$ cat src/rtl/ysyx_23060203_axi_rd_arb_if.sv
// AXI4 read-only (AR/R) channel bundle shared by the requesters and the memory port.
// "in" is the arbiter's slave-facing view, "out" is its master-facing view.
interface axi_if;
  localparam int unsigned ADDR_W = 32;
  localparam int unsigned DATA_W = 32;
  localparam int unsigned ID_W   = 4;

  logic              arvalid;
  logic              arready;
  logic [ADDR_W-1:0] araddr;
  logic [ID_W-1:0]   arid;
  logic [7:0]        arlen;
  logic [2:0]        arsize;
  logic [1:0]        arburst;
  logic              rvalid;
  logic              rready;
  logic [DATA_W-1:0] rdata;
  logic [1:0]        rresp;
  logic              rlast;

  modport in (
    input  arvalid, araddr, arlen, arsize, arburst, rready,
    output arready, rvalid, rdata, rresp, rlast
  );

  modport out (
    output arvalid, araddr, arid, arlen, arsize, arburst, rready,
    input  arready, rvalid, rdata, rresp, rlast
  );
endinterface

$ cat src/rtl/ysyx_23060203_axi_rd_arb.sv
// Two-master (IFU/LSU) AXI read arbiter owning the memory port for a whole burst.
// Define YSYX_23060203_ARB_FIXED_PRIO_EN to make LSU win every tie instead of round-robin.
module ysyx_23060203_axi_rd_arb #(
  parameter logic [3:0] IFU_ARID = 4'd0,
  parameter logic [3:0] LSU_ARID = 4'd1
) (
  input  logic       clock,
  input  logic       reset,
  axi_if.in          ifu_r,
  axi_if.in          lsu_r,
  axi_if.out         mem_r,
  output logic [1:0] grant
);

  typedef enum logic [1:0] {S_IDLE, S_AR, S_R} state_t;
  typedef enum logic {OWN_IFU, OWN_LSU} owner_t;

  state_t     state_q, state_d;
  owner_t     own_q, own_d;
  owner_t     last_q, last_d;
  owner_t     tie_pick;
  logic [1:0] grant_d;
  logic       own_arvalid;
  logic       own_rready;

  assign own_arvalid = (own_q == OWN_LSU) ? lsu_r.arvalid : ifu_r.arvalid;
  assign own_rready  = (own_q == OWN_LSU) ? lsu_r.rready  : ifu_r.rready;

`ifdef YSYX_23060203_ARB_FIXED_PRIO_EN
  assign tie_pick = OWN_LSU;
`else
  assign tie_pick = (last_q == OWN_IFU) ? OWN_LSU : OWN_IFU;
`endif

  // State, owner, last-served and grant registers
  always_ff @(posedge clock) begin
    if (reset) begin
      state_q <= S_IDLE;
      own_q   <= OWN_IFU;
      last_q  <= OWN_LSU;
      grant   <= 2'b00;
    end else begin
      state_q <= state_d;
      own_q   <= own_d;
      last_q  <= last_d;
      grant   <= grant_d;
    end
  end

  // Next state and channel routing; AR/R payloads pass straight through
  always_comb begin
    state_d = state_q;
    own_d   = own_q;
    last_d  = last_q;

    mem_r.arvalid = 1'b0;
    mem_r.araddr  = (own_q == OWN_LSU) ? lsu_r.araddr  : ifu_r.araddr;
    mem_r.arlen   = (own_q == OWN_LSU) ? lsu_r.arlen   : ifu_r.arlen;
    mem_r.arsize  = (own_q == OWN_LSU) ? lsu_r.arsize  : ifu_r.arsize;
    mem_r.arburst = (own_q == OWN_LSU) ? lsu_r.arburst : ifu_r.arburst;
    mem_r.arid    = (own_q == OWN_LSU) ? LSU_ARID      : IFU_ARID;
    mem_r.rready  = 1'b0;

    ifu_r.arready = 1'b0;
    lsu_r.arready = 1'b0;
    ifu_r.rvalid  = 1'b0;
    lsu_r.rvalid  = 1'b0;
    ifu_r.rdata   = mem_r.rdata;
    lsu_r.rdata   = mem_r.rdata;
    ifu_r.rresp   = mem_r.rresp;
    lsu_r.rresp   = mem_r.rresp;
    ifu_r.rlast   = mem_r.rlast;
    lsu_r.rlast   = mem_r.rlast;

    unique case (state_q)
      S_IDLE: begin
        if (ifu_r.arvalid && lsu_r.arvalid) begin
          own_d   = tie_pick;
          state_d = S_AR;
        end else if (ifu_r.arvalid || lsu_r.arvalid) begin
          own_d   = lsu_r.arvalid ? OWN_LSU : OWN_IFU;
          state_d = S_AR;
        end
      end
      S_AR: begin
        mem_r.arvalid = own_arvalid;
        if (own_q == OWN_LSU) lsu_r.arready = mem_r.arready;
        else                  ifu_r.arready = mem_r.arready;
        if (own_arvalid && mem_r.arready) state_d = S_R;
      end
      S_R: begin
        mem_r.rready = own_rready;
        if (own_q == OWN_LSU) lsu_r.rvalid = mem_r.rvalid;
        else                  ifu_r.rvalid = mem_r.rvalid;
        // Burst ends on the last beat; the next grant needs a fresh IDLE cycle
        if (mem_r.rvalid && own_rready && mem_r.rlast) begin
          last_d  = own_q;
          state_d = S_IDLE;
        end
      end
      default: state_d = S_IDLE;
    endcase

    grant_d = 2'b00;
    if (state_d != S_IDLE) grant_d = (own_d == OWN_LSU) ? 2'b10 : 2'b01;
  end

endmodule
$ cat src/flat_wrapper.sv
// flat-port wrapper written by rule: the top's interface ports become plain ports
module ysyx_23060203_axi_rd_arb_flat 
#(
  parameter logic [3:0] IFU_ARID = 4'd0,
  parameter logic [3:0] LSU_ARID = 4'd1
)
  (clock, reset, grant, ifu_r_arvalid, ifu_r_araddr, ifu_r_arlen, ifu_r_arsize, ifu_r_arburst, ifu_r_rready, ifu_r_arready, ifu_r_rvalid, ifu_r_rdata, ifu_r_rresp, ifu_r_rlast, lsu_r_arvalid, lsu_r_araddr, lsu_r_arlen, lsu_r_arsize, lsu_r_arburst, lsu_r_rready, lsu_r_arready, lsu_r_rvalid, lsu_r_rdata, lsu_r_rresp, lsu_r_rlast, mem_r_arvalid, mem_r_araddr, mem_r_arid, mem_r_arlen, mem_r_arsize, mem_r_arburst, mem_r_rready, mem_r_arready, mem_r_rvalid, mem_r_rdata, mem_r_rresp, mem_r_rlast);
  axi_if ifu_r_i ();
  axi_if lsu_r_i ();
  axi_if mem_r_i ();
  input  logic clock;
  input  logic reset;
  output logic [1:0] grant;
  input wire logic [$bits(ifu_r_i.arvalid)-1:0] ifu_r_arvalid;
  input wire logic [$bits(ifu_r_i.araddr)-1:0] ifu_r_araddr;
  input wire logic [$bits(ifu_r_i.arlen)-1:0] ifu_r_arlen;
  input wire logic [$bits(ifu_r_i.arsize)-1:0] ifu_r_arsize;
  input wire logic [$bits(ifu_r_i.arburst)-1:0] ifu_r_arburst;
  input wire logic [$bits(ifu_r_i.rready)-1:0] ifu_r_rready;
  output wire logic [$bits(ifu_r_i.arready)-1:0] ifu_r_arready;
  output wire logic [$bits(ifu_r_i.rvalid)-1:0] ifu_r_rvalid;
  output wire logic [$bits(ifu_r_i.rdata)-1:0] ifu_r_rdata;
  output wire logic [$bits(ifu_r_i.rresp)-1:0] ifu_r_rresp;
  output wire logic [$bits(ifu_r_i.rlast)-1:0] ifu_r_rlast;
  input wire logic [$bits(lsu_r_i.arvalid)-1:0] lsu_r_arvalid;
  input wire logic [$bits(lsu_r_i.araddr)-1:0] lsu_r_araddr;
  input wire logic [$bits(lsu_r_i.arlen)-1:0] lsu_r_arlen;
  input wire logic [$bits(lsu_r_i.arsize)-1:0] lsu_r_arsize;
  input wire logic [$bits(lsu_r_i.arburst)-1:0] lsu_r_arburst;
  input wire logic [$bits(lsu_r_i.rready)-1:0] lsu_r_rready;
  output wire logic [$bits(lsu_r_i.arready)-1:0] lsu_r_arready;
  output wire logic [$bits(lsu_r_i.rvalid)-1:0] lsu_r_rvalid;
  output wire logic [$bits(lsu_r_i.rdata)-1:0] lsu_r_rdata;
  output wire logic [$bits(lsu_r_i.rresp)-1:0] lsu_r_rresp;
  output wire logic [$bits(lsu_r_i.rlast)-1:0] lsu_r_rlast;
  output wire logic [$bits(mem_r_i.arvalid)-1:0] mem_r_arvalid;
  output wire logic [$bits(mem_r_i.araddr)-1:0] mem_r_araddr;
  output wire logic [$bits(mem_r_i.arid)-1:0] mem_r_arid;
  output wire logic [$bits(mem_r_i.arlen)-1:0] mem_r_arlen;
  output wire logic [$bits(mem_r_i.arsize)-1:0] mem_r_arsize;
  output wire logic [$bits(mem_r_i.arburst)-1:0] mem_r_arburst;
  output wire logic [$bits(mem_r_i.rready)-1:0] mem_r_rready;
  input wire logic [$bits(mem_r_i.arready)-1:0] mem_r_arready;
  input wire logic [$bits(mem_r_i.rvalid)-1:0] mem_r_rvalid;
  input wire logic [$bits(mem_r_i.rdata)-1:0] mem_r_rdata;
  input wire logic [$bits(mem_r_i.rresp)-1:0] mem_r_rresp;
  input wire logic [$bits(mem_r_i.rlast)-1:0] mem_r_rlast;
  assign ifu_r_i.arvalid = ifu_r_arvalid;
  assign ifu_r_i.araddr = ifu_r_araddr;
  assign ifu_r_i.arlen = ifu_r_arlen;
  assign ifu_r_i.arsize = ifu_r_arsize;
  assign ifu_r_i.arburst = ifu_r_arburst;
  assign ifu_r_i.rready = ifu_r_rready;
  assign ifu_r_arready = ifu_r_i.arready;
  assign ifu_r_rvalid = ifu_r_i.rvalid;
  assign ifu_r_rdata = ifu_r_i.rdata;
  assign ifu_r_rresp = ifu_r_i.rresp;
  assign ifu_r_rlast = ifu_r_i.rlast;
  assign lsu_r_i.arvalid = lsu_r_arvalid;
  assign lsu_r_i.araddr = lsu_r_araddr;
  assign lsu_r_i.arlen = lsu_r_arlen;
  assign lsu_r_i.arsize = lsu_r_arsize;
  assign lsu_r_i.arburst = lsu_r_arburst;
  assign lsu_r_i.rready = lsu_r_rready;
  assign lsu_r_arready = lsu_r_i.arready;
  assign lsu_r_rvalid = lsu_r_i.rvalid;
  assign lsu_r_rdata = lsu_r_i.rdata;
  assign lsu_r_rresp = lsu_r_i.rresp;
  assign lsu_r_rlast = lsu_r_i.rlast;
  assign mem_r_arvalid = mem_r_i.arvalid;
  assign mem_r_araddr = mem_r_i.araddr;
  assign mem_r_arid = mem_r_i.arid;
  assign mem_r_arlen = mem_r_i.arlen;
  assign mem_r_arsize = mem_r_i.arsize;
  assign mem_r_arburst = mem_r_i.arburst;
  assign mem_r_rready = mem_r_i.rready;
  assign mem_r_i.arready = mem_r_arready;
  assign mem_r_i.rvalid = mem_r_rvalid;
  assign mem_r_i.rdata = mem_r_rdata;
  assign mem_r_i.rresp = mem_r_rresp;
  assign mem_r_i.rlast = mem_r_rlast;
  ysyx_23060203_axi_rd_arb #(.IFU_ARID(IFU_ARID), .LSU_ARID(LSU_ARID)) u_core (.clock(clock), .reset(reset), .ifu_r(ifu_r_i), .lsu_r(lsu_r_i), .mem_r(mem_r_i), .grant(grant));
endmodule
$ cat config.mk
export PLATFORM = sky130hd
export DESIGN_NAME = ysyx_23060203_axi_rd_arb_flat
export DESIGN_NICKNAME = d
export VERILOG_FILES = /design/src/rtl/ysyx_23060203_axi_rd_arb_if.sv /design/src/rtl/ysyx_23060203_axi_rd_arb.sv /design/src/flat_wrapper.sv
export SDC_FILE = /design/constraint.sdc
export NUM_CORES = 1
export LEC_CHECK = 0
export BUFFER_PORTS_ARGS = -buffer_cell sky130_fd_sc_hd__buf_2
export CAP_MARGIN = 15
export CELL_PAD_IN_SITES_DETAIL_PLACEMENT = 1
export CELL_PAD_IN_SITES_GLOBAL_PLACEMENT = 2
export CORE_MARGIN = 10
export CORE_UTILIZATION = 10
export DETAILED_ROUTE_END_ITERATION = 7
export GPL_TIMING_DRIVEN = 0
export PLACE_DENSITY_LB_ADDON = 0.2
export SLEW_MARGIN = 20
export SYNTH_ARGS = -nofsm -noshare
export SYNTH_HDL_FRONTEND = slang
export SYNTH_SLANG_ARGS = --single-unit
$ cat constraint.sdc
create_clock -name clock -period 1.2 [get_ports clock]
set_clock_uncertainty 0.2 [all_clocks]
set_input_delay 0.12 -clock clock [delete_from_list [all_inputs] [get_ports clock]]
set_output_delay 0.12 -clock clock [all_outputs]
set_load 0.01 [all_outputs]
[Word-level counts from Yosys, hierarchy flattened]
Cells that the tools add are included.
Word-level totals
  input port bits: 133
  logic and storage cells: 44
  register bits: 6
  output and inout port bits: 127
Cells by class
  reductions and logical operators: 9
  equality and inequality tests: 2
  bitwise gates (word level): 1
  mux-type cells: 28
Operator list (count)
  two-way mux 32 bit: 1
  two-way mux 1 bit: 18
  two-way mux 2 bit: 6
  two-way mux 8 bit: 1
  one-hot mux 2 bit (3 select lines): 1
  logical AND 1 bit: 4
  two-way mux 3 bit: 1
  == test 2 x 1 -> 1 bit (second input constant): 1
  == test 2 bit (second input constant): 1
  logical NOT 2 bit: 1
  AND reduction 2 bit: 1
  nonzero test 2 bit: 1
  OR reduction 2 bit: 1
  logical OR 1 bit: 1
  NOT 1 bit: 1

[Longest topological paths before layout]
Gate-level depths: netlist of the first run.
  word-level depth: 8
  gate-level depth with buffers: 4
  depth with buffers taken out: 3

[Worst setup path before layout of the first run]
No wires, ideal clock.
  path type: reg2out
  from: register u_core.own_q
  to: output ifu_r_arready
  required time: 880 ps
  cell stages (with the launch flop): 4
  data arrival time: 1068 ps
  path slack: -188 ps
  path buffers: 2
  path through: dfxtp_1 buf_2 buf_2 nor4bb_1
On the way
  word-level cells in the longest chain between the ends: 2
Ends and longest elaborated chain
  from (decl): line ysyx_23060203_axi_rd_arb.sv:19  | owner_t own_q, own_d;
  from (signal assigned): line ysyx_23060203_axi_rd_arb.sv:44  | own_q <= own_d;
  two-way mux 1 bit: line ysyx_23060203_axi_rd_arb.sv:87  | if (own_q == OWN_LSU) lsu_r.arready = mem_r.arready;
  two-way mux 1 bit: line ysyx_23060203_axi_rd_arb.sv:75  | unique case (state_q)
  to (decl): line flat_wrapper.sv:20  | output wire logic [$bits(ifu_r_i.arready)-1:0] ifu_r_arready;
Every way passes these cells.

[Worst setup path in the final report of the first run]
  from: register u_core.own_q
  to: output mem_r_arvalid
On the way
  word-level cells in the longest chain between the ends: 2
Ends and longest elaborated chain
  two-way mux 1 bit: line ysyx_23060203_axi_rd_arb.sv:26  | assign own_arvalid = (own_q == OWN_LSU) ? lsu_r.arvalid : ifu_r.arvalid;
  two-way mux 1 bit: line ysyx_23060203_axi_rd_arb.sv:75
  to (decl): line flat_wrapper.sv:36  | output wire logic [$bits(mem_r_i.arvalid)-1:0] mem_r_arvalid;
Every way passes these cells.

==> impl_metrics.ini, run 1 <==
[worst_setup_path]
crit_fanout = 5
regToRegStartpoint = u_core.own_q
critPathLaunchType = flop
worstRegToRegCells = 6
cp.required_ps = 880
startpoint = u_core.own_q
r2r_slack_ps = -360
cp-endpoint = mem_r_arvalid
end_kind = primary output
r2r_end = u_core.grant[1]
critPathKind = flop to primary output
cp.arrival_ps = 1360

[route]
wl_per_cell_microns = 16.2
dr_total_vias = 2041
wirelength_mm = 9.48
drt-pass1-iter-count = 3
vias_per_cell = 3.48
route.antenna.remaining_nets = 0
dr.first_iter.drc_count = 23
drcViolationCount = 0

[sta]
period_needed_ps = 1680
report.final.hold_viol_count = 0
finalSetupViolations = 58
fmax_mhz = 597
period_share_pct = 140
worst_slack_ps = -476
rsz0062_at_grt = yes
number_of_max_slew_violations_in_the_final_report = 0

[global_routing]
grt_max_degree = 11
met3_usage_pct = 3.48
grt.met1_usage_pct = 7.57
grt_first_pass_wirelength_mm = 13.1
global_routing_s_busiest_layer = met2
antenna_violations_before_repair = 0
track_usage_pct = 8.36
grtUsageMet2_pct = 16.5
global_route.overflow_total = 0
first_global_vias = 2298

[yosys]
synth-adder-area-share_pct = 0
synth_async_sr_flop_share_pct = 0
yosys.area_share.xor_xnor_pct = 0
synth_largest_area_cell = sky130_fd_sc_hd__buf_4
top_cells_by_instance_count_after_synthesis = sky130_fd_sc_hd__buf_4 (74), sky130_fd_sc_hd__mux2_2 (46), sky130_fd_sc_hd__buf_2 (7), sky130_fd_sc_hd__dfxtp_1 (6), sky130_fd_sc_hd__nor2_1 (6)
yosys_top_cell_area_share_pct = 38.6
largest_cells_by_area_after_synthesis = sky130_fd_sc_hd__buf_4 (39%), sky130_fd_sc_hd__mux2_2 (36%), sky130_fd_sc_hd__dfxtp_1 (8.4%)
synth.distinct_cells = 28
sequential_to_total_area_share_from_yosys_stat_pct = 8.36
post_synth_inst_count = 166
synth_top_family_by_area = buffers and inverters
post_synth_and_or_nand_nor_area_fraction_pct = 9.23
synth_compound_area_share_pct = 3.39
yosys_most_used_dff = sky130_fd_sc_hd__dfxtp_1
synth-edff-count = 0
yosys-mux-area-fraction_pct = 37.4
synth.ff_latch_count = 6
mappedNetlistArea_sq_um = 1440
synth_warnings = 0
yosys.cell_count.top_type = sky130_fd_sc_hd__buf_4
syn_avg_cell_area_sq_um = 8.66

[die]
die-area_sq_um = 19600
core_region_area_sq_um = 14000
effective_utilization_at_floorplan_pct = 10.3
floorplan.die.width_microns = 140
pin_count = 260
die-height_microns = 140
row_cnt = 43

[pwr]
power_per_cell_area_nw_per_um2 = 611
total_power_mw = 2.20
vdd_ir_drop_max_mv = 0.252
leakage_nw = 1.96

[final_layout]
layout.core_utilization_pct = 25.8
area_delta_synth_final_pct = 151
seqCellArea_sq_um = 125
filler_cell_count_in_the_final_layout = 1662
final_net_count = 541
antenna_cells = 0
stdcell_count = 586
combined_area_of_the_multi_input_logic_cells_sq_um = 947
drive_gt1_share_pct = 92.4

[place]
dp_hpwl_mm = 8.23
detailedPlace.worstSlack_ps = -303
dpl.cell_count = 570
placement.io_buffers = 222
place.gp.congestion = 0.747

[cts]
cts_root_buffer = sky130_fd_sc_hd__clkbuf_16
clockBufferDepth = 2
cts_tree = built
cts_num_sinks = 6
path_clk_slew_ps = 30
h-tree-depth = 1
clk_lat_worst_skew_ps = 230
tritoncts.num_buffers = 3

[job]
maximum_capacitance_violations = 0

[min_path]
timing.hold.worst.class = input port to flop
hold-path-cell-count = 3

[status]
status = finished with violations
violations = setup timing
placed cells by master (no fill, tap or decap), types with 2 or more instances in the layout:
cell,count
sky130_fd_sc_hd__buf_6,41
sky130_fd_sc_hd__conb_1,3
sky130_fd_sc_hd__a21oi_1,2
sky130_fd_sc_hd__clkbuf_16,7
sky130_fd_sc_hd__buf_4,80
sky130_fd_sc_hd__nand2_1,2
sky130_fd_sc_hd__mux2_2,4
sky130_fd_sc_hd__buf_2,183
sky130_fd_sc_hd__buf_12,6
sky130_fd_sc_hd__dfxtp_1,4
sky130_fd_sc_hd__mux2_4,42
sky130_fd_sc_hd__dlygate4sd3_1,2
sky130_fd_sc_hd__nor2_1,5
stage by stage:
step	setup TNS (ps)	area (sq um)	hold WS (ps)
finish	-23140	3610	0.797
global placement	-13790	2880	165
CTS	-24320	3250	1.17
floorplan	-3200	1550	-15.0
detailed placement	-14050	2880	169
global route	-25330	3610	39.6
registers in the layout, indices dropped and copies added, names as in the netlist:
signal and flops:
u_core.state_q 2, u_core.grant 2, u_core.last_q 1, u_core.own_q 1
per-layer routing:
metal  part of all wire (%)  vias to the layer above
li1                       -                      973
met1                     33                      927
met2                     55                      135
met3                     10                        6
met4                    1.2                        0
met5                      0                        -
layout make-up:
| cell class | instances | share of cell area [%] |
|---|---|---|
| timing repair buffer | 235 | 42.6 |
| clock buffer | 3 | 2.08 |
| multi-input combinational | 80 | 26.3 |
| sequential | 6 | 3.47 |
| buffer | 82 | 19.4 |
| tap | 180 | 6.25 |
cells by family after synthesis:
family                 Yosys count
buffers and inverters           82
and+or+nand+nor                 22
DFF                              6
other                            1
muxes                           48
AOI/OAI and AO/OA                7
critical path, cell delays in order, from the launching register on:
cell and delay, ps:
sky130_fd_sc_hd__dfxtp_4 360, sky130_fd_sc_hd__buf_12 130, sky130_fd_sc_hd__mux2_4 320, sky130_fd_sc_hd__and3b_1 180
sky130_fd_sc_hd__buf_2 140
how the worst min path moves through the flow:
stage / startpoint / to
5_1_grt: mem_r_arready / u_core.state_q[1]
6_report: lsu_r_arvalid / u_core.own_q
3_5_place_dp: mem_r_arready / u_core.state_q[0]
3_3_place_gp: mem_r_arready / u_core.state_q[0]
2_1_floorplan: reset / u_core.own_q
4_1_cts: lsu_r_arvalid / u_core.own_q
power by group:
part,internal [mW],switching [mW],total [mW]
Clock,0.427,0.104,0.531
Sequential,0.214,0.00866,0.223
Combinational,0.910,0.540,1.45
Total,1.55,0.653,2.20
repair_timing:
action	4_1_cts	5_1_grt
cloned	0	4
endpoints found under the setup margin	57	58
resized for setup	50	53
hold buffers	2	0
pin swaps	6	4
hold endpoints to repair	3	0
buffers inserted	5	2
Power figures use the tool's default switching activity.
==> run 2, diff against run 1 <==
--- a/config.mk
+++ b/config.mk
@@ -11,9 +11,10 @@
 export CELL_PAD_IN_SITES_GLOBAL_PLACEMENT = 2
 export CORE_MARGIN = 10
 export CORE_UTILIZATION = 10
+export CTS_BUF_LIST = sky130_fd_sc_hd__clkbuf_16
 export DETAILED_ROUTE_END_ITERATION = 7
 export GPL_TIMING_DRIVEN = 0
-export PLACE_DENSITY_LB_ADDON = 0.2
+export PLACE_DENSITY_LB_ADDON = 0.1
 export SLEW_MARGIN = 20
 export SYNTH_ARGS = -nofsm -noshare
 export SYNTH_HDL_FRONTEND = slang
==> impl_metrics.ini, run 2 (synthesis results as in run 1) <==
[status]
status = finished with violations
violations = hold timing, setup timing

[min_path]
timing.hold.worst.class = input port to flop

[place]
placement.io_buffers = 222
place.gp.congestion = 0.770
postPlaceCellArea_sq_um = 2880
dp_hpwl_mm = 8.89
dpl.cell_count = 570

[worst_setup_path]
regToRegStartpoint = u_core.own_q
critPathLaunchType = flop
cp.required_ps = 880
critPathKind = flop to primary output
cp-endpoint = mem_r_araddr[23]
r2r_slack_ps = -330
crit_fanout = 10
end_kind = primary output
startpoint = u_core.own_q
cp.arrival_ps = 1350
r2r_end = u_core.last_q
worstRegToRegCells = 6

[final_layout]
finish.instance_area_sq_um = 3470
antenna_cells = 0
layout.core_utilization_pct = 24.8
filler_cell_count_in_the_final_layout = 1698
area_delta_synth_final_pct = 141
final_net_count = 540
reg.largest.list = u_core.grant x2, u_core.state_q x2
layout.cells.most_common_list = sky130_fd_sc_hd__buf_2 (189), sky130_fd_sc_hd__buf_4 (80), sky130_fd_sc_hd__buf_6 (35)
drive_gt1_share_pct = 92.6
stdcell_count = 585
final_common_cell = sky130_fd_sc_hd__buf_2

[route]
wirelength_mm = 9.85
vias_per_cell = 3.48
drcViolationCount = 0
drt-pass1-iter-count = 4
route.antenna.remaining_nets = 0
dr.first_iter.drc_count = 40
wl_per_cell_microns = 16.8
dr_total_vias = 2034

[die]
die-area_sq_um = 19600
pin_count = 260
core_region_area_sq_um = 14000
floorplan.die.width_microns = 140
effective_utilization_at_floorplan_pct = 10.3
row_cnt = 43
die-height_microns = 140

[pwr]
leakage_nw = 1.89
vdd_ir_drop_max_mv = 0.436
total_power_mw = 2.14
power_per_cell_area_nw_per_um2 = 616

[global_routing]
track_usage_pct = 8.70
grt_max_degree = 11
antenna_violations_before_repair = 0
grt_first_pass_wirelength_mm = 13.7
global_route.overflow_total = 0
first_global_vias = 2200

[sta]
number_of_max_slew_violations_in_the_final_report = 0
worst_slack_ps = -466
period_needed_ps = 1670
rsz0062_at_grt = yes
report.final.hold_viol_count = 1
period_share_pct = 139
fmax_mhz = 600
worst_hold_slack_ps = -3.27
finalSetupViolations = 58

[cts]
cts_root_buffer = sky130_fd_sc_hd__clkbuf_16
tritoncts.num_buffers = 3
h-tree-depth = 1
cts_num_sinks = 6
clk_lat_worst_skew_ps = 230
cts_tree = built
clockBufferDepth = 2
path_clk_slew_ps = 30

[job]
maximum_capacitance_violations = 0
## run 2: routing by layer
layer	vias up	GRT usage [%]	wire length, microns
met4	0	0.326	40
li1	968	-	-
met2	162	16.4	4900
met1	902	8.38	3580
met5	-	0	0
met3	2	5.10	1340
## run 2: worst max-delay path, cell delays in order (launching register included)
cell,delay (ps)
sky130_fd_sc_hd__dfxtp_4,360
sky130_fd_sc_hd__buf_12,140
sky130_fd_sc_hd__buf_12,130
sky130_fd_sc_hd__mux2_2,330
sky130_fd_sc_hd__buf_2,150
## run 2: stage by stage
| stage | setup TNS (ps) | worst slack (ps) |
|---|---|---|
| after floorplan | -3200 | -73.7 |
| after global placement | -14630 | -321 |
| after detailed placement | -15120 | -338 |
| after CTS | -24670 | -493 |
| after global routing | -25780 | -508 |
| final | -23170 | -466 |
## run 2: where the power goes
group | switching, mW | internal (mW) | total [mW]
Sequential | 0.00894 | 0.213 | 0.222
Combinational | 0.536 | 0.852 | 1.39
Clock | 0.102 | 0.427 | 0.528
## run 2: worst min-delay path by stage
stage / from / end / slack (ps) / cells after the start
after detailed placement: mem_r_arready / u_core.state_q[0] / 160 / 2
after CTS: mem_r_arready / u_core.state_q[1] / 5 / 3
after global routing: mem_r_arready / u_core.state_q[1] / 20 / 3
after global placement: mem_r_arready / u_core.state_q[0] / 170 / 2
after floorplan: reset / u_core.own_q / -20 / 1
final: mem_r_arready / u_core.state_q[1] / -3 / 3
## run 2: timing repair
item	in CTS	in global routing
buffers inserted	6	2
pin swaps	6	2
endpoints found under the hold margin	3	0
gates resized for setup	27	62
hold buffers	2	0
gates cloned	1	2
endpoints found under the setup margin	57	58
## run 2: cell type report
type | instances | area [sq um] | area share [%]
Buffer | 82 | 693 | 20.0
Sequential cell | 6 | 128 | 3.68
Timing Repair Buffer | 234 | 1460 | 41.9
Clock buffer | 3 | 75.1 | 2.16
Tap cell | 180 | 225 | 6.49
Multi-Input combinational cell | 80 | 895 | 25.8
